## src/rtl/instr_field_decode_if.sv

```systemverilog
// Fetch-to-decode handshake and decoded-field bus for instr_field_decode.
// master drives instructions and consumes decoded entries; slave is the decoder.
interface instr_field_decode_if #(
  parameter int unsigned DATA_W  = 64,
  parameter int unsigned INSTR_W = 32
);
  logic               flush;
  logic               in_valid;
  logic               in_ready;
  logic [INSTR_W-1:0] in_instr;
  logic [DATA_W-1:0]  in_pc;
  logic               out_valid;
  logic               out_ready;
  logic [DATA_W-1:0]  out_pc;
  logic [10:0]        out_opcode;
  logic [2:0]         out_fmt;
  logic [4:0]         out_rm;
  logic [4:0]         out_rn;
  logic [4:0]         out_rd;
  logic [5:0]         out_shamt;
  logic [DATA_W-1:0]  out_imm;
  logic               out_illegal;

  modport master (
    output flush, in_valid, in_instr, in_pc, out_ready,
    input  in_ready, out_valid, out_pc, out_opcode, out_fmt, out_rm, out_rn,
           out_rd, out_shamt, out_imm, out_illegal
  );

  modport slave (
    input  flush, in_valid, in_instr, in_pc, out_ready,
    output in_ready, out_valid, out_pc, out_opcode, out_fmt, out_rm, out_rn,
           out_rd, out_shamt, out_imm, out_illegal
  );
endinterface

```

## src/rtl/instr_field_decode.sv

```systemverilog
// LEGv8 decode front end: format classification, field split, immediate extension, 2-entry skid buffer.
// Optional macro INSTR_ILLEGAL_DETECT_EN flags unrecognised opcodes instead of decoding them as R format.
module instr_field_decode #(
  parameter int unsigned DATA_W  = 64,
  parameter int unsigned INSTR_W = 32
) (
  input logic                clk,
  input logic                rst,
  instr_field_decode_if.slave bus
);
  localparam int unsigned OPC_W   = 11;
  localparam int unsigned REG_W   = 5;
  localparam int unsigned SHAMT_W = 6;
  localparam int unsigned FMT_W   = 3;

  localparam logic [FMT_W-1:0] FMT_R   = 3'd0;
  localparam logic [FMT_W-1:0] FMT_I   = 3'd1;
  localparam logic [FMT_W-1:0] FMT_D   = 3'd2;
  localparam logic [FMT_W-1:0] FMT_B   = 3'd3;
  localparam logic [FMT_W-1:0] FMT_CB  = 3'd4;
  localparam logic [FMT_W-1:0] FMT_IW  = 3'd5;
  localparam logic [FMT_W-1:0] FMT_UNK = 3'd7;

  localparam logic [1:0] ST_EMPTY = 2'd0;
  localparam logic [1:0] ST_ONE   = 2'd1;
  localparam logic [1:0] ST_FULL  = 2'd2;

  if (INSTR_W != 32) begin : g_bad_instr_w
    $error("instr_field_decode: INSTR_W must be 32");
  end

  typedef struct packed {
    logic [DATA_W-1:0]  pc;
    logic [OPC_W-1:0]   opcode;
    logic [FMT_W-1:0]   fmt;
    logic [REG_W-1:0]   rm;
    logic [REG_W-1:0]   rn;
    logic [REG_W-1:0]   rd;
    logic [SHAMT_W-1:0] shamt;
    logic [DATA_W-1:0]  imm;
    logic               illegal;
  } entry_t;

  logic [OPC_W-1:0]  opc_c;
  logic [FMT_W-1:0]  fmt_raw_c;
  logic [DATA_W-1:0] imm_c;
  entry_t            dec_c;

  logic [1:0] state_q, state_nx;
  entry_t     head_q, head_nx;
  entry_t     skid_q, skid_nx;
  logic       in_ready_q;
  logic       out_valid_q;
  logic       push_c, pop_c;

  assign opc_c = bus.in_instr[31:21];

  // Format classification on the 11-bit opcode field
  always_comb begin
    fmt_raw_c = FMT_UNK;
    case (opc_c) inside
      [11'h0A0:11'h0BF], [11'h4A0:11'h4BF]: fmt_raw_c = FMT_B;
      [11'h5A0:11'h5AF]:                    fmt_raw_c = FMT_CB;
      [11'h488:11'h489], [11'h490:11'h491],
      [11'h588:11'h589], [11'h590:11'h591],
      [11'h688:11'h689], [11'h690:11'h691],
      [11'h788:11'h789]:                    fmt_raw_c = FMT_I;
      [11'h694:11'h697], [11'h794:11'h797]: fmt_raw_c = FMT_IW;
      11'h7C0, 11'h7C2, 11'h1C0, 11'h1C2,
      11'h3C0, 11'h3C2, 11'h5C0, 11'h5C2:   fmt_raw_c = FMT_D;
      11'h450, 11'h458, 11'h550, 11'h558,
      11'h650, 11'h658, 11'h69A, 11'h69B,
      11'h6B0, 11'h750, 11'h758, 11'h4D8:   fmt_raw_c = FMT_R;
      default:                              fmt_raw_c = FMT_UNK;
    endcase
  end

  // Immediate extraction; branch offsets are word offsets, hence the <<2
  always_comb begin
    imm_c = '0;
    case (fmt_raw_c)
      FMT_I:   imm_c = DATA_W'(bus.in_instr[21:10]);
      FMT_D:   imm_c = {{(DATA_W-9){bus.in_instr[20]}}, bus.in_instr[20:12]};
      FMT_B:   imm_c = {{(DATA_W-28){bus.in_instr[25]}}, bus.in_instr[25:0], 2'b00};
      FMT_CB:  imm_c = {{(DATA_W-21){bus.in_instr[23]}}, bus.in_instr[23:5], 2'b00};
      FMT_IW:  imm_c = DATA_W'(bus.in_instr[20:5]) << {bus.in_instr[22:21], 4'b0000};
      default: imm_c = '0;
    endcase
  end

  always_comb begin
    dec_c        = '0;
    dec_c.pc     = bus.in_pc;
    dec_c.opcode = opc_c;
    dec_c.rm     = bus.in_instr[20:16];
    dec_c.rn     = bus.in_instr[9:5];
    dec_c.rd     = bus.in_instr[4:0];
    dec_c.shamt  = bus.in_instr[15:10];
    dec_c.imm    = imm_c;
`ifdef INSTR_ILLEGAL_DETECT_EN
    dec_c.fmt     = fmt_raw_c;
    dec_c.illegal = (fmt_raw_c == FMT_UNK);
`else
    dec_c.fmt     = (fmt_raw_c == FMT_UNK) ? FMT_R : fmt_raw_c;
    dec_c.illegal = 1'b0;
`endif
  end

  assign push_c = bus.in_valid & in_ready_q;
  assign pop_c  = out_valid_q & bus.out_ready;

  // Buffer occupancy FSM; flush overrides any push/pop in the same cycle
  always_comb begin
    state_nx = state_q;
    head_nx  = head_q;
    skid_nx  = skid_q;
    if (bus.flush) begin
      state_nx = ST_EMPTY;
    end else begin
      case (state_q)
        ST_EMPTY: begin
          if (push_c) begin
            head_nx  = dec_c;
            state_nx = ST_ONE;
          end
        end
        ST_ONE: begin
          if (push_c && pop_c) begin
            head_nx = dec_c;
          end else if (push_c) begin
            skid_nx  = dec_c;
            state_nx = ST_FULL;
          end else if (pop_c) begin
            state_nx = ST_EMPTY;
          end
        end
        ST_FULL: begin
          if (pop_c) begin
            head_nx  = skid_q;
            state_nx = ST_ONE;
          end
        end
        default: state_nx = ST_EMPTY;
      endcase
    end
  end

  always_ff @(posedge clk) begin
    if (rst) begin
      state_q     <= ST_EMPTY;
      head_q      <= '0;
      skid_q      <= '0;
      in_ready_q  <= 1'b1;
      out_valid_q <= 1'b0;
    end else begin
      state_q     <= state_nx;
      head_q      <= head_nx;
      skid_q      <= skid_nx;
      in_ready_q  <= (state_nx != ST_FULL);
      out_valid_q <= (state_nx != ST_EMPTY);
    end
  end

  assign bus.in_ready    = in_ready_q;
  assign bus.out_valid   = out_valid_q;
  assign bus.out_pc      = head_q.pc;
  assign bus.out_opcode  = head_q.opcode;
  assign bus.out_fmt     = head_q.fmt;
  assign bus.out_rm      = head_q.rm;
  assign bus.out_rn      = head_q.rn;
  assign bus.out_rd      = head_q.rd;
  assign bus.out_shamt   = head_q.shamt;
  assign bus.out_imm     = head_q.imm;
  assign bus.out_illegal = head_q.illegal;
endmodule

```

## src/flat_wrapper.sv

```systemverilog
// flat-port wrapper written by rule: the top's interface ports become plain ports
module instr_field_decode_flat 
#(
  parameter int unsigned DATA_W  = 64,
  parameter int unsigned INSTR_W = 32
)
  (clk, rst, bus_flush, bus_in_valid, bus_in_instr, bus_in_pc, bus_out_ready, bus_in_ready, bus_out_valid, bus_out_pc, bus_out_opcode, bus_out_fmt, bus_out_rm, bus_out_rn, bus_out_rd, bus_out_shamt, bus_out_imm, bus_out_illegal);
  instr_field_decode_if #(.DATA_W(DATA_W), .INSTR_W(INSTR_W)) bus_i ();
  input logic clk;
  input logic rst;
  input wire logic [$bits(bus_i.flush)-1:0] bus_flush;
  input wire logic [$bits(bus_i.in_valid)-1:0] bus_in_valid;
  input wire logic [$bits(bus_i.in_instr)-1:0] bus_in_instr;
  input wire logic [$bits(bus_i.in_pc)-1:0] bus_in_pc;
  input wire logic [$bits(bus_i.out_ready)-1:0] bus_out_ready;
  output wire logic [$bits(bus_i.in_ready)-1:0] bus_in_ready;
  output wire logic [$bits(bus_i.out_valid)-1:0] bus_out_valid;
  output wire logic [$bits(bus_i.out_pc)-1:0] bus_out_pc;
  output wire logic [$bits(bus_i.out_opcode)-1:0] bus_out_opcode;
  output wire logic [$bits(bus_i.out_fmt)-1:0] bus_out_fmt;
  output wire logic [$bits(bus_i.out_rm)-1:0] bus_out_rm;
  output wire logic [$bits(bus_i.out_rn)-1:0] bus_out_rn;
  output wire logic [$bits(bus_i.out_rd)-1:0] bus_out_rd;
  output wire logic [$bits(bus_i.out_shamt)-1:0] bus_out_shamt;
  output wire logic [$bits(bus_i.out_imm)-1:0] bus_out_imm;
  output wire logic [$bits(bus_i.out_illegal)-1:0] bus_out_illegal;
  assign bus_i.flush = bus_flush;
  assign bus_i.in_valid = bus_in_valid;
  assign bus_i.in_instr = bus_in_instr;
  assign bus_i.in_pc = bus_in_pc;
  assign bus_i.out_ready = bus_out_ready;
  assign bus_in_ready = bus_i.in_ready;
  assign bus_out_valid = bus_i.out_valid;
  assign bus_out_pc = bus_i.out_pc;
  assign bus_out_opcode = bus_i.out_opcode;
  assign bus_out_fmt = bus_i.out_fmt;
  assign bus_out_rm = bus_i.out_rm;
  assign bus_out_rn = bus_i.out_rn;
  assign bus_out_rd = bus_i.out_rd;
  assign bus_out_shamt = bus_i.out_shamt;
  assign bus_out_imm = bus_i.out_imm;
  assign bus_out_illegal = bus_i.out_illegal;
  instr_field_decode #(.DATA_W(DATA_W), .INSTR_W(INSTR_W)) u_core (.clk(clk), .rst(rst), .bus(bus_i));
endmodule
```

## config.mk

```make
export PLATFORM = sky130hd
export DESIGN_NAME = instr_field_decode_flat
export DESIGN_NICKNAME = d
export VERILOG_FILES = /design/src/rtl/instr_field_decode_if.sv /design/src/rtl/instr_field_decode.sv /design/src/flat_wrapper.sv
export SDC_FILE = /design/constraint.sdc
export NUM_CORES = 1
export LEC_CHECK = 0
export CAP_MARGIN = 20
export CORE_MARGIN = 8
export CORE_UTILIZATION = 30
export CTS_CLUSTER_DIAMETER = 50
export CTS_CLUSTER_SIZE = 30
export DETAILED_ROUTE_END_ITERATION = 6
export GPL_ROUTABILITY_DRIVEN = 1
export PLACE_DENSITY_LB_ADDON = 0.08
export SYNTH_ARGS = -nofsm -noshare
export SYNTH_HDL_FRONTEND = slang
export SYNTH_SLANG_ARGS = --single-unit
```

## constraint.sdc

```tcl
create_clock -name clk -period 2.2 [get_ports clk]
set_input_delay 0.33 -clock clk [delete_from_list [all_inputs] [get_ports clk]]
set_output_delay 0.33 -clock clk [all_outputs]
set_load 0.02 [all_outputs]
```

# Word-level counts from Yosys, hierarchy flattened
# Index checks and enable logic that the tools add are counted.
[word_totals] out_inout_bits=166 regBits=331 in_bits=101 wordCells=123
[classes] n_eq_ne=32 n_lt_le_gt_ge=24 shifts=1 n_reduce_logical=23 bitwise_logic=4 mux=19
[op_table] op="164-bit two-way mux" count=3
[op_table] op="164-bit one-hot mux with 3 select lines" count=1
[op_table] op="64-bit one-hot mux with 5 select lines" count=1
[op_table] op="11-bit == test (second input constant)" count=16
[op_table] op="11-bit >= comparator (second input constant)" count=11
[op_table] op="11-bit less-or-equal comparator (second input constant)" count=11
[op_table] op="16-bit by 6-bit left shift with 64-bit output" count=1
[op_table] op="11-bit by 10-bit == test with 1-bit output (second input constant)" count=2
[op_table] op="11-bit by 9-bit == test with 1-bit output (second input constant)" count=2
[op_table] op="3-bit two-way mux" count=7
[op_table] op="1-bit logical AND" count=13
[op_table] op="2-bit two-way mux" count=6
[op_table] op="12-bit OR reduction" count=1
[op_table] op="11-bit by 8-bit >= comparator with 1-bit output (second input constant)" count=1
[op_table] op="11-bit by 8-bit less-or-equal comparator with 1-bit output (second input constant)" count=1
[op_table] op="3-bit == test (second input constant)" count=3
[op_table] op="8-bit OR reduction" count=1
[op_table] op="7-bit OR reduction" count=1
[op_table] op="3-bit by 2-bit == test with 1-bit output (second input constant)" count=2
[op_table] op="2-bit by 1-bit != test with 1-bit output (second input constant)" count=3
[op_table] op="2-bit one-hot mux with 3 select lines" count=1
[op_table] op="5-bit AND reduction" count=1
[op_table] op="4-bit AND reduction" count=1
[op_table] op="2-bit OR reduction" count=2
[op_table] op="9 further kinds" count=11

# Longest topological paths before layout
# Gate-level depths: netlist of the first run.
[depth] depth_word=12 depth_mapped=9 mapped_depth_nobuf=6

# Worst setup path before layout of the first run
# No wires, ideal clock.
[synth_path] kind="register -> register" startpoint="register u_core.in_ready_q (netlist: u_core.bus.in_ready)" endpoint="register u_core.skid_q[37] (netlist name)" path_buffers=3 synth_period_minus_slack_ns=1.854 path_stages_with_launch=9 setup_ns=0.081 required_time_ns=2.119 arrival_ns=1.773 path_slack_ns=0.346 path_cell_list="dfxtp_1 nand3b_4 nor2_1 and3_1 clkbuf_1 buf_2 clkbuf_1 nor2_1 a211oi_2"
[synth_between] elab_chain_cells=4
[synth_rtl] item="start, declared" line="instr_field_decode.sv:52" text="logic in_ready_q;"
[synth_rtl] item="start signal, assigned" line="instr_field_decode.sv:159" text="in_ready_q <= (state_nx != ST_FULL);"
[synth_rtl] item="1-bit bitwise AND (*)" line="instr_field_decode.sv:109" text="assign push_c = bus.in_valid & in_ready_q;"
[synth_rtl] item="1-bit logical AND" line="instr_field_decode.sv:128" text="if (push_c && pop_c) begin"
[synth_rtl] item="1-bit NOT (no line)"
[synth_rtl] item="4-bit AND reduction (no line) (*)"
[synth_rtl] item="end signal, assigned" line="instr_field_decode.sv:158" text="skid_q <= skid_nx;"
[synth_rtl] item="end, declared" line="instr_field_decode.sv:51" text="entry_t skid_q, skid_nx;"
# Mark *: on every way between the ends. The rest lies on a longest branch, timed or not.
# A chain may end at the register's enable or synchronous reset.

# Worst setup path after layout of the first run
[layout_path] startpoint="input bus_in_instr[28]" endpoint="register u_core.skid_q[51] (netlist name)"
[layout_between] elab_chain_cells=10 word_cells_on_any_way=73 classes_between="24 x order compare; 25 x eq/ne; 7 x mux; 17 x reduce/logical"
[layout_rtl] item="start, declared" line="flat_wrapper.sv:13" text="input wire logic [$bits(bus_i.in_instr)-1:0] bus_in_instr;"
[layout_rtl] item="branches (longest 7 deep; another with 11-bit >= comparator)"
[layout_rtl] item="3-bit two-way mux (*)" line="instr_field_decode.sv:61" text="case (opc_c) inside"
[layout_rtl] item="3-bit == test, or another cell as far along" line="instr_field_decode.sv:81" text="case (fmt_raw_c)"
[layout_rtl] item="64-bit one-hot mux with 5 select lines (*)" line="instr_field_decode.sv:81"
# Every way passes the cells marked *.

==> impl_results.md, run 1 <==
* TritonCTS sink count at 330
* Clk_skew at between 15 and 20 ps
* Setup CP Type: in2reg
* Final Total Pwr at between 15 and 20 mW
* Clock-pin slew on the worst setup and hold paths at ~60 ps
* Psw at roughly 3.9 mW
* Storage cell area at 0.00661 mm²
* WL final at between 50000 and 60000 µm
* Count of different cell masters after synthesis at 53
* Worst slew pin tran at 612 ps
* Fmax at around 0.48 GHz
* Tightest Hold Check Type: in2reg
* Final worst-path cycle share at a little over nine tenths
* Root Driver: clkbuf_16
* Minimum clock period at 2070 ps
* YS warnings at 0
* Clk pwr share at a little under half
* Buffers on Ports at around 270
* Post-CTS Setup Repair Bufs at 0
* Multi-input combinational cell area at about 0.0064 mm²
* Area leader, netlist: dfxtp_1
* Grt ovf at 0
* DRT Pass-1 Iters at 7
* Final core occ at a little over two fifths
* Layout Cells excl Fill at roughly 2600
* Status: finished clean
* Layout Nets at between 2000 and 2500
* Pleak at about 6.6 nW
* Area growth from synthesis to layout at 40.2%
* Filler cell count at approximately 4600
* Routed WL per cell at just under 20 µm
* Sequential Power Share at approximately 41%
* Initial antenna violation count at 0
* GP Congestion at just over 0.8
* CP Max Fanout at 32
* Top post-synthesis cells by area: dfxtp_1 (48%), nand2_1 (13%), a311oi_1 (6.6%), a21oi_1 (5.5%), nor2_1 (4.7%)
* TritonCTS clock tree: yes
* Initial Utilization at between 30% and 40%
* WP data arrival at roughly 2500 ps
* Die area at ~0.053 mm²
* H-Tree Level Count at 2
* Io pins at 267
* Syn Nets at 1836
* Share of cells above drive strength 1 at 12.5%
* Cell Int Power at approximately 11 mW
* RSZ-0062 raised after global routing: no
* Vias in the first global route at 12800
* Via count at about 13000
* Initial detailed-routing violation count at ~940
* Post-placement cell count at 2559
* # DRC at 0
* Max-slew headroom at about 59%
* Max-cap viol count at 0
* First-pass GRT wire length at about 80000 µm
* Cells after Synth at 1735
* Die H at roughly 230 µm
* EDFF count, synth at 0
* Max Slew Vio Count at 0
* Crit path launch type: input pin
* Mapped cell area at between 0.01 and 0.015 mm²
* Worst-Skew Late Latency at 560 ps
* P per Cell Area at ~800 mW/mm²
* Worst hold slack at 113 ps
* Hold buffer count at CTS at 0
* Clock tree buffer depth at 3
* Width of the chip at 230 µm
* Fin. Hold Viols at 0
* Switching share of power at around a quarter
* Post-synthesis async set-or-reset flop share at 0%
* Combinational power share at roughly an eighth
* Largest net degree at the start of global routing at about 110
* Worst Setup End Kind: flip-flop
* Vias per inst at 5.02
* Data required, critical path at roughly 2700 ps
* Yosys top cell area share at 48.0%
* # rows at between 70 and 80
* Total Routing Usage GR at between 10% and 20%
* Cts bufs inserted at 42
* Post-synthesis average cell area at 7.93 µm²
* Post-synthesis register bit count at 330
* Core area at between 0.04 and 0.05 mm²
* Max VDD drop at 0.000421 V
* DP HPWL at 35300 µm
* ANT nets after route at 0
* N_diodes at 0
* Main synth FF type: dfxtp_1
* Post-route setup TNS at 0 ps
* Register area share after synthesis at around half
* Final setup fails at 0
==> layer usage <==
metal | vias up | wire length [µm] | global-route usage, %
li1 | 6541 | - | -
met1 | 6259 | 23600 | 24.8
met2 | 359 | 23900 | 30.1
met3 | 76 | 3200 | 4.63
met4 | 0 | 1410 | 6.45
met5 | - | 0 | 0
==> stage by stage <==
stage	worst slack (ps)	instance area [µm²]
floorplan	346	13800
global placement	-431	17800
detailed placement	-432	17800
CTS	138	19300
global route	15.0	19300
finish	133	19300
==> worst paths after layout <==
check	from	end	slack [ps]	depth (start not counted)
setup / recovery	bus_in_instr[28]	u_core.skid_q[51]$_SDFFE_PP0P_	130	8
hold / removal	rst	u_core.skid_q[16]$_SDFFE_PP0P_	110	2
setup reg to reg	u_core.bus.in_ready$_SDFF_PP1_	u_core.bus.out_imm[0]$_SDFFE_PP0P_	260	7
hold reg to reg	u_core.bus.out_imm[14]$_SDFFE_PP0P_	u_core.bus.out_imm[14]$_SDFFE_PP0P_	450	2
==> cell usage after synthesis (all sizes together) (8+ instances only) <==
master	count
a211oi	61
a21oi	151
a22oi	31
a311oi	104
and3	16
and3b	8
buf	75
clkbuf	100
dfxtp	330
nand2	486
nand3	13
nor2	173
nor3	9
o21ai	120
==> kinds of logic after synthesis <==
kind of cell,synth area share (%)
compound gates,24.2
xor+xnor,0.0637
buf+inv,5.93
flops,48.0
other cells,0.0272
simple gates,21.7
==> worst max-delay path, cell delays in order <==
cell and delay (ps):
clkdlybuf4s50_1 630, nor4bb_2 390, buf_4 190, and2_4 230
nand2_2 70, and3_1 240, buf_12 210, a211oi_1 240
==> placed cells by master, fill, tap and decap left out, types with 4 or more instances in the layout <==
cell type        Yosys  routed
nand2_1            485     485
dfxtp_1            330     330
clkdlybuf4s50_1      0     264
nor2_1             172     170
a21oi_1            151     151
a311oi_1           104     104
o21ai_0            104     104
buf_4                7     101
clkbuf_16            0      43
buf_12               0      33
a211oi_1            31      31
a22oi_1             31      31
a211oi_2            30      30
o21ai_1             16      16
and3_1              16      15
nand3_1             13      12
clkinvlp_4           0       9
and3b_1              8       8
nor3_1               7       7
o22ai_1              7       7
and2_1               6       6
inv_1                5       5
clkinv_4             0       5
bufinv_16            0       5
a32oi_1              4       4
clkbuf_8             0       4
==> area by class of cell <==
class,count,area share [%]
flip-flops and latches,330,34.2
inverters,5,0.0972
repair buffers,399,21.1
clock buffers,50,5.92
multi-input cells,1225,33.2
clock inverters,25,1.57
well taps,600,3.89
==> flip-flops by register name, indices dropped and copies added, names as in the netlist <==
| signal | cells |
|---|---|
| u_core.skid_q | 163 |
| u_core.bus.out_imm | 64 |
| u_core.bus.out_pc | 64 |
| u_core.bus.out_opcode | 11 |
| u_core.bus.out_shamt | 6 |
| u_core.bus.out_rd | 5 |
| u_core.bus.out_rm | 5 |
| u_core.bus.out_rn | 5 |
| u_core.bus.out_fmt | 3 |
| u_core.state_q | 2 |
| u_core.bus.in_ready | 1 |
| u_core.bus.out_valid | 1 |
==> repair_timing <==
action                                 in CTS  in global routing
setup endpoints to repair                   0                  8
endpoints found under the hold margin       0                  0
gates resized for setup                     0                  1
==> power by group through the flow <==
stage	sequential [mW]	combinational, mW	clock (mW)
floorplan	6.60	0.650	0
global placement	6.43	1.80	0
detailed placement	6.44	1.81	0
CTS	6.31	1.82	7.39
global route	6.33	1.93	7.60
finish	6.30	1.79	7.16
Power figures use the tool's default switching activity.
==> inputs of run 2 (changes only) <==
Settings changed: CORE_UTILIZATION 30 to 45, CTS_CLUSTER_SIZE 30 to 14.
==> run 2 against run 1 <==
  * Utilization increased by 19 points
  * Combinational power decreased by 3%
  * Sequential share of layout area up 1.1 points
  * Register-to-register slack lost 40 ps
  * Die area fell by 31%
  * Clock power shrank 14%
  * Total power is 7.2% lower
  * Clock skew up 21 ps
  * Global-route usage rose by 4.7 points
  * Maximum frequency down 1.1%
  * Critical endpoint is now u_core.skid_q[29]$_SDFFE_PP0P_
==> impl_results.md, run 2 (same netlist as run 1, synthesis figures left out) <==
* N_diodes at 0 (unchanged)
* GP Congestion at 0.846 (+2.4%)
* TritonCTS sink count at 330 (unchanged)
* CP most frequent cell: buf_4
* Final setup fails at 0 (unchanged)
* Grt ovf at 0 (unchanged)
* DRT Pass-1 Iters at 5 (-2)
* Layout Cells excl Fill at 2406 (-8.7%)
* Number of flip-flops in the largest register at 163 (unchanged)
* H-Tree Level Count at 2 (unchanged)
* Vias in the first global route at 12400 (-2.9%)
* Commonest non-fill, non-tap cells in the layout: nand2_1 (485), dfxtp_1 (330), clkdlybuf4s50_1 (264), nor2_1 (170), a21oi_1 (151)
* Flop-to-flop setup slack at 220 ps (-40 ps)
* Critical path destination: u_core.skid_q[29]$_SDFFE_PP0P_
* Width of the chip at 191 µm (-17%)
* Reg2Reg Depth at 7 (unchanged)
* Die area at 0.0364 mm² (-31%)
* TritonCTS clock tree: yes
* Fmax at 0.478 GHz (-1.1%)
* Fin. Hold Viols at 0 (unchanged)
* DP HPWL at 29900 µm (-15%)
* Final core occ at 61.7% (+19 points)
* Minimum clock period at 2090 ps (+23.9 ps)
* Top reg by flops: u_core.skid_q
* Max Slew Vio Count at 0 (unchanged)
* Clock tree buffer depth at 3 (unchanged)
* Core area at 0.0303 mm² (-33%)
* Area growth from synthesis to layout at 36.0%
* Via count at 13300 (+0.21%)
* Clock-pin slew on the worst setup and hold paths at 60 ps (about the same)
* FF-to-FF Start: u_core.state_q[1]$_SDFF_PP0_
* Initial detailed-routing violation count at 1035 (+11%)
* Pleak at 6.42 nW (-2.2%)
* Worst path slowest cell: clkdlybuf4s50_1
* Worst Setup End Kind: flip-flop
* Placed instance area at 0.0175 mm² (-1.9%)
* Finished Cell Area at 0.0187 mm² (-3.0%)
* P per Cell Area at 756 mW/mm² (-4.4%)
* Io pins at 267 (unchanged)
* Max-cap viol count at 0 (unchanged)
* Crit path launch type: input pin
* Tightest Hold Check Type: in2reg
* Worst slew pin tran at 804 ps (+192 ps)
* Share of cells above drive strength 1 at 11.7% (-0.80 points)
* # rows at 64 (-18%)
* Final Total Pwr at 14.2 mW (-7.2%)
* Routed WL per cell at 18.8 µm (-5.0%)
* Worst r2r dst: u_core.bus.out_imm[1]$_SDFFE_PP0P_
* Final worst-path cycle share at 95.0% (+1.1 points)
* Setup CP Type: in2reg
* Peak per-stage delay on the critical path at 540 ps (-90 ps)
* Initial Utilization at 45.3% (+15 points)
* Setup WS post-layout at 109 ps (-23.9 ps)
* Die H at 191 µm (-17%)
* Buffers on Ports at 265 (unchanged)
* # DRC at 0 (unchanged)
* WL final at 45200 µm (-13%)
* Initial antenna violation count at 0 (unchanged)
* Cts bufs inserted at 37 (-12%)
* ANT nets after route at 0 (unchanged)
* Vias per inst at 5.51 (+9.7%)
* Post-route setup TNS at 0 ps (unchanged)
* Status: finished clean
* Data required, critical path at 2610 ps (-60 ps)
* First-pass GRT wire length at 70000 µm (-12%)
* Layout Nets at 2087 (-0.81%)
* Worst hold slack at 89.4 ps (-23.6 ps)
* CP Launch Point: bus_in_instr[30]
* Max VDD drop at 0.000458 V (+8.9%)
* Root Driver: clkbuf_16
* Clk_skew at 36.2 ps (+20.9 ps)
* CP Max Fanout at 12 (-63%)
* Post-placement cell count at 2343 (-8.4%)
* Worst-Skew Late Latency at 530 ps (-30 ps)
* Post-Place Worst Slack at -408 ps (+23.6 ps)
* Worst-path cell chain: clkdlybuf4s50_1, nor4bb_2, buf_4, nand3_1, a21o_1, buf_4, and2_1, a211oi_1
* Largest net degree at the start of global routing at 174 (+63%)
* Total Routing Usage GR at 23.7% (+4.7 points)
* Commonest non-fill, non-tap cell in the layout: nand2_1
* WP data arrival at 2500 ps (-30 ps)
* Max-slew headroom at 46.4% (-13 points)
-- run 2: cell count changes in the layout (fill, tap and decap cells not counted), moves of 3 or more --
cell / delta
clkinvlp_4: -6
buf_4: -12
clkbuf_1: -3
bufinv_16: -3
clkinv_2: +4
clkbuf_16: -5
-- run 2: repair_timing --
| action | in CTS | in global routing |
|---|---|---|
| resized for setup | 0 | 2 |
| endpoints found under the setup margin | 0 | 16 |
| setup buffers | 0 | 0 |
| hold buffers | 0 | 0 |
-- run 2: report_power, final --
part           leakage [nW]  total (mW)  switching (mW)  internal, mW
Clock                 0.592        6.14            2.62          3.51
Combinational          3.15        1.73           0.957         0.770
Sequential             2.68        6.29           0.111          6.18
Total                  6.42        14.2            3.69          10.5
-- run 2: worst min-delay path by stage --
stage / start / to / slack, ps / depth (start not counted)
floorplan: u_core.skid_q[100]$_SDFFE_PP0P_ / u_core.skid_q[100]$_SDFFE_PP0P_ / 440 / 2
global placement: u_core.bus.out_imm[9]$_SDFFE_PP0P_ / u_core.bus.out_imm[9]$_SDFFE_PP0P_ / 440 / 2
detailed placement: u_core.bus.out_imm[13]$_SDFFE_PP0P_ / u_core.bus.out_imm[13]$_SDFFE_PP0P_ / 440 / 2
CTS: rst / u_core.skid_q[32]$_SDFFE_PP0P_ / 70 / 2
global route: rst / u_core.skid_q[25]$_SDFFE_PP0P_ / 90 / 2
finish: rst / u_core.skid_q[30]$_SDFFE_PP0P_ / 90 / 2
-- run 2: layout make-up --
cell class                      instances  area [µm²]
Clock buffer                           40         978
Clock inverter                         23         226
Fill cell                            2696       11600
Inverter                                5        18.8
Multi-Input combinational cell       1225        6410
Sequential cell                       330        6610
Tap cell                              396         495
Timing Repair Buffer                  387        3990
-- run 2: per-layer routing --
layer	vias to the layer above	track usage (%)	wire length, µm
met5	-	0	0
met4	0	7.49	1230
met3	66	4.88	3330
met2	439	37.4	20700
met1	6265	31.9	20000
li1	6493	-	-
-- run 2: critical path: cells and delay by family --
kind	cells	cell delay (ps)
buffers and inverters	3	890
AND/OR/NAND/NOR	3	790
AO/OA/AOI/OAI	2	480
==> inputs of run 3 (changes only) <==
Settings changed: CELL_PAD_IN_SITES_DETAIL_PLACEMENT from default to 1, CELL_PAD_IN_SITES_GLOBAL_PLACEMENT from default to 1, CORE_UTILIZATION 45 to 38.
==> run 3 against run 2 <==
  * Sequential share of layout area fell by 0.70 points
  * Combinational power rose by 5%
  * Hold slack improved by 14 ps
  * Utilization fell by 8.1 points
  * Register-to-register slack got worse by 96 ps
  * Critical endpoint is now u_core.bus.out_imm[17]$_SDFFE_PP0P_
  * Largest power group is now clock
==> impl_results.md, run 3 (same netlist as run 1, synthesis figures left out) <==
* Status: finished clean
* Grt ovf at 0 (unchanged)
* Max-slew headroom at 39.9% (-6.5 points)
* Die H at 206 µm (+8.1%)
* Fin. Hold Viols at 0 (unchanged)
* TritonCTS sink count at 330 (unchanged)
* Tightest Hold Check Type: in2reg
* Worst r2r dst: u_core.bus.out_imm[17]$_SDFFE_PP0P_
* Multi-input combinational cell area at 0.00641 mm² (unchanged)
* Commonest non-fill, non-tap cell in the layout: nand2_1
* Die area at 0.0426 mm² (+17%)
* ANT nets after route at 0 (unchanged)
* Initial detailed-routing violation count at 863 (-17%)
* Share of cells above drive strength 1 at 12.5% (+0.80 points)
* Worst min-delay path startpoint: rst
* Final setup fails at 0 (unchanged)
* Worst path slowest cell: dfxtp_1
* Max-cap viol count at 0 (unchanged)
* Filler cell count at 4182 (+55%)
* Worst slew pin tran at 902 ps (+97.9 ps)
* Clock-pin slew on the worst setup and hold paths at 60 ps (about the same)
* Hold path cells at 2 (unchanged)
* Placed instance area at 0.0177 mm² (+1.0%)
* Initial Utilization at 38.6% (-6.7 points)
* WL final at 52600 µm (+16%)
* FF-to-FF Start: u_core.state_q[1]$_SDFF_PP0_
* Peak per-stage delay on the critical path at 450 ps (-90 ps)
* Area growth from synthesis to layout at 38.8%
* TritonCTS clock tree: yes
* Post-CTS Setup Repair Bufs at 0 (unchanged)
* H-Tree Level Count at 2 (unchanged)
* Io pins at 267 (unchanged)
* Max VDD drop at 0.000525 V (+15%)
* Storage cell area at 0.00661 mm² (unchanged)
* Clk_skew at 24.3 ps (-11.9 ps)
* Post-Place Worst Slack at -512 ps (-104 ps)
* Worst-Skew Late Latency at 550 ps (+20 ps)
* Root Driver: clkbuf_16
* Fmax at 0.482 GHz (+0.74%)
* Core area at 0.0357 mm² (+17%)
* Largest net degree at the start of global routing at 171 (-1.7%)
* GP Congestion at 0.865 (+2.2%)
* Max Slew Vio Count at 0 (unchanged)
* Total Routing Usage GR at 24.0% (+0.30 points)
* Finished Cell Area at 0.0191 mm² (+2.0%)
* Final worst-path cycle share at 94.3% (-0.70 points)
* Flop-to-flop setup slack at 120 ps (-100 ps)
* Number of flip-flops in the largest register at 163 (unchanged)
* Worst-path cell chain: nand3b_4, a211o_1, a21boi_1, nor2_2, buf_4, buf_12, a32oi_1, o21ai_0
* Layout Nets at 2102 (+0.72%)
* Minimum clock period at 2080 ps (-15.3 ps)
* Initial antenna violation count at 2 (+2)
* RSZ-0062 raised after global routing: no
* DRT Pass-1 Iters at 6 (+1)
* Setup WS post-layout at 124 ps (+15.3 ps)
* Worst Hold Path EP: u_core.skid_q[75]$_SDFFE_PP0P_
* First-pass GRT wire length at 80800 µm (+15%)
* WP data arrival at 2480 ps (-20 ps)
* Vias in the first global route at 14300 (+15%)
* Pleak at 6.58 nW (+2.6%)
* Data required, critical path at 2600 ps (about the same)
* Commonest non-fill, non-tap cells in the layout: nand2_1 (485), dfxtp_1 (330), clkdlybuf4s50_1 (262), nor2_1 (170), a21oi_1 (151)
* Width of the chip at 206 µm (+8.1%)
* Routed WL per cell at 21.1 µm (+12%)
* # rows at 69 (+7.8%)
* Vias per inst at 5.55 (+0.62%)
* Via count at 13800 (+4.3%)
* Clock tree buffer depth at 3 (unchanged)
* Worst Setup End Kind: flip-flop
* Reg2Reg Depth at 8 (+1)
* Top reg by flops: u_core.skid_q
* CP Max Fanout at 17 (+5)
* # DRC at 0 (unchanged)
* Cts bufs inserted at 41 (+11%)
* DP HPWL at 36200 µm (+21%)
* Crit path launch type: flip-flop
* Buffers on Ports at 265 (unchanged)
* Setup CP Type: reg2reg
* P per Cell Area at 786 mW/mm² (+3.9%)
==> run 3: cell types whose count changed in the layout (fill, tap and decap cells not counted), sizes merged <==
cell,previous run,this run
diode,0,1
clkbuf,40,51
clkinv,13,12
bufinv,2,3
inv,10,9
clkdlybuf4s50,264,262
buf,123,134
clkinvlp,3,5
dlymetal6s2s,0,2
==> run 3: how the worst max path moves through the flow <==
stage | from | endpoint | slack (ps) | depth (start not counted)
floorplan | u_core.bus.in_ready$_SDFF_PP1_ | u_core.skid_q[37]$_SDFFE_PP0P_ | 350 | 8
global placement | bus_in_instr[28] | u_core.skid_q[24]$_SDFFE_PP0P_ | -370 | 8
detailed placement | bus_in_instr[27] | u_core.skid_q[21]$_SDFFE_PP0P_ | -510 | 7
CTS | bus_in_instr[27] | u_core.skid_q[26]$_SDFFE_PP0P_ | 30 | 7
global route | u_core.state_q[1]$_SDFF_PP0_ | u_core.bus.out_imm[17]$_SDFFE_PP0P_ | 40 | 8
finish | u_core.state_q[1]$_SDFF_PP0_ | u_core.bus.out_imm[17]$_SDFFE_PP0P_ | 120 | 8
==> run 3: worst max-delay path, delay by kind of cell (launching register included) <==
| kind | cells | cell delay (ps) |
|---|---|---|
| and+or+nand+nor | 2 | 280 |
| DFF | 1 | 450 |
| buffers and inverters | 2 | 340 |
| AOI/OAI and AO/OA | 4 | 890 |
==> run 3: layer usage <==
metal,wire length [µm],part of all wire [%],GRT usage (%),vias up
met3,3240,6.2,4.67,101
met4,1830,3.5,9.23,2
met2,24700,47,39.1,404
met1,22900,43,31.0,6803
met5,13,0.025,0,-
li1,-,-,-,6529
==> run 3: power breakdown <==
part,internal [mW],switching (mW),leakage [nW],total (mW)
sequential,6.19,0.118,2.68,6.30
clock,4.11,2.78,0.675,6.89
combinational,0.794,1.02,3.23,1.81
==> run 3: area by class of cell <==
cell class              instances  area share [%]
clock buffers                  51            6.00
flip-flops and latches        330            34.6
inverters                       5          0.0983
clock inverters                24            1.32
well taps                     461            3.02
multi-input cells            1225            33.6
diodes                          1          0.0131
repair buffers                398            21.4
==> run 3: what timing repair did <==
item,CTS,global route
setup endpoints to repair,0,12
hold buffers,0,0
resized for setup,0,4
==> run 3: through the flow <==
step	hold slack, ps	cells	TNS (ps)	utilization [%]	power, mW
after floorplan	437	1735	0	-	7.25
after global placement	437	2419	-32970	49.6	8.21
after detailed placement	443	2419	-45580	49.6	8.25
after CTS	76.6	2494	0	53.5	15.1
after global routing	99.9	2495	0	53.6	15.5
final	103	2495	0	53.6	15.0
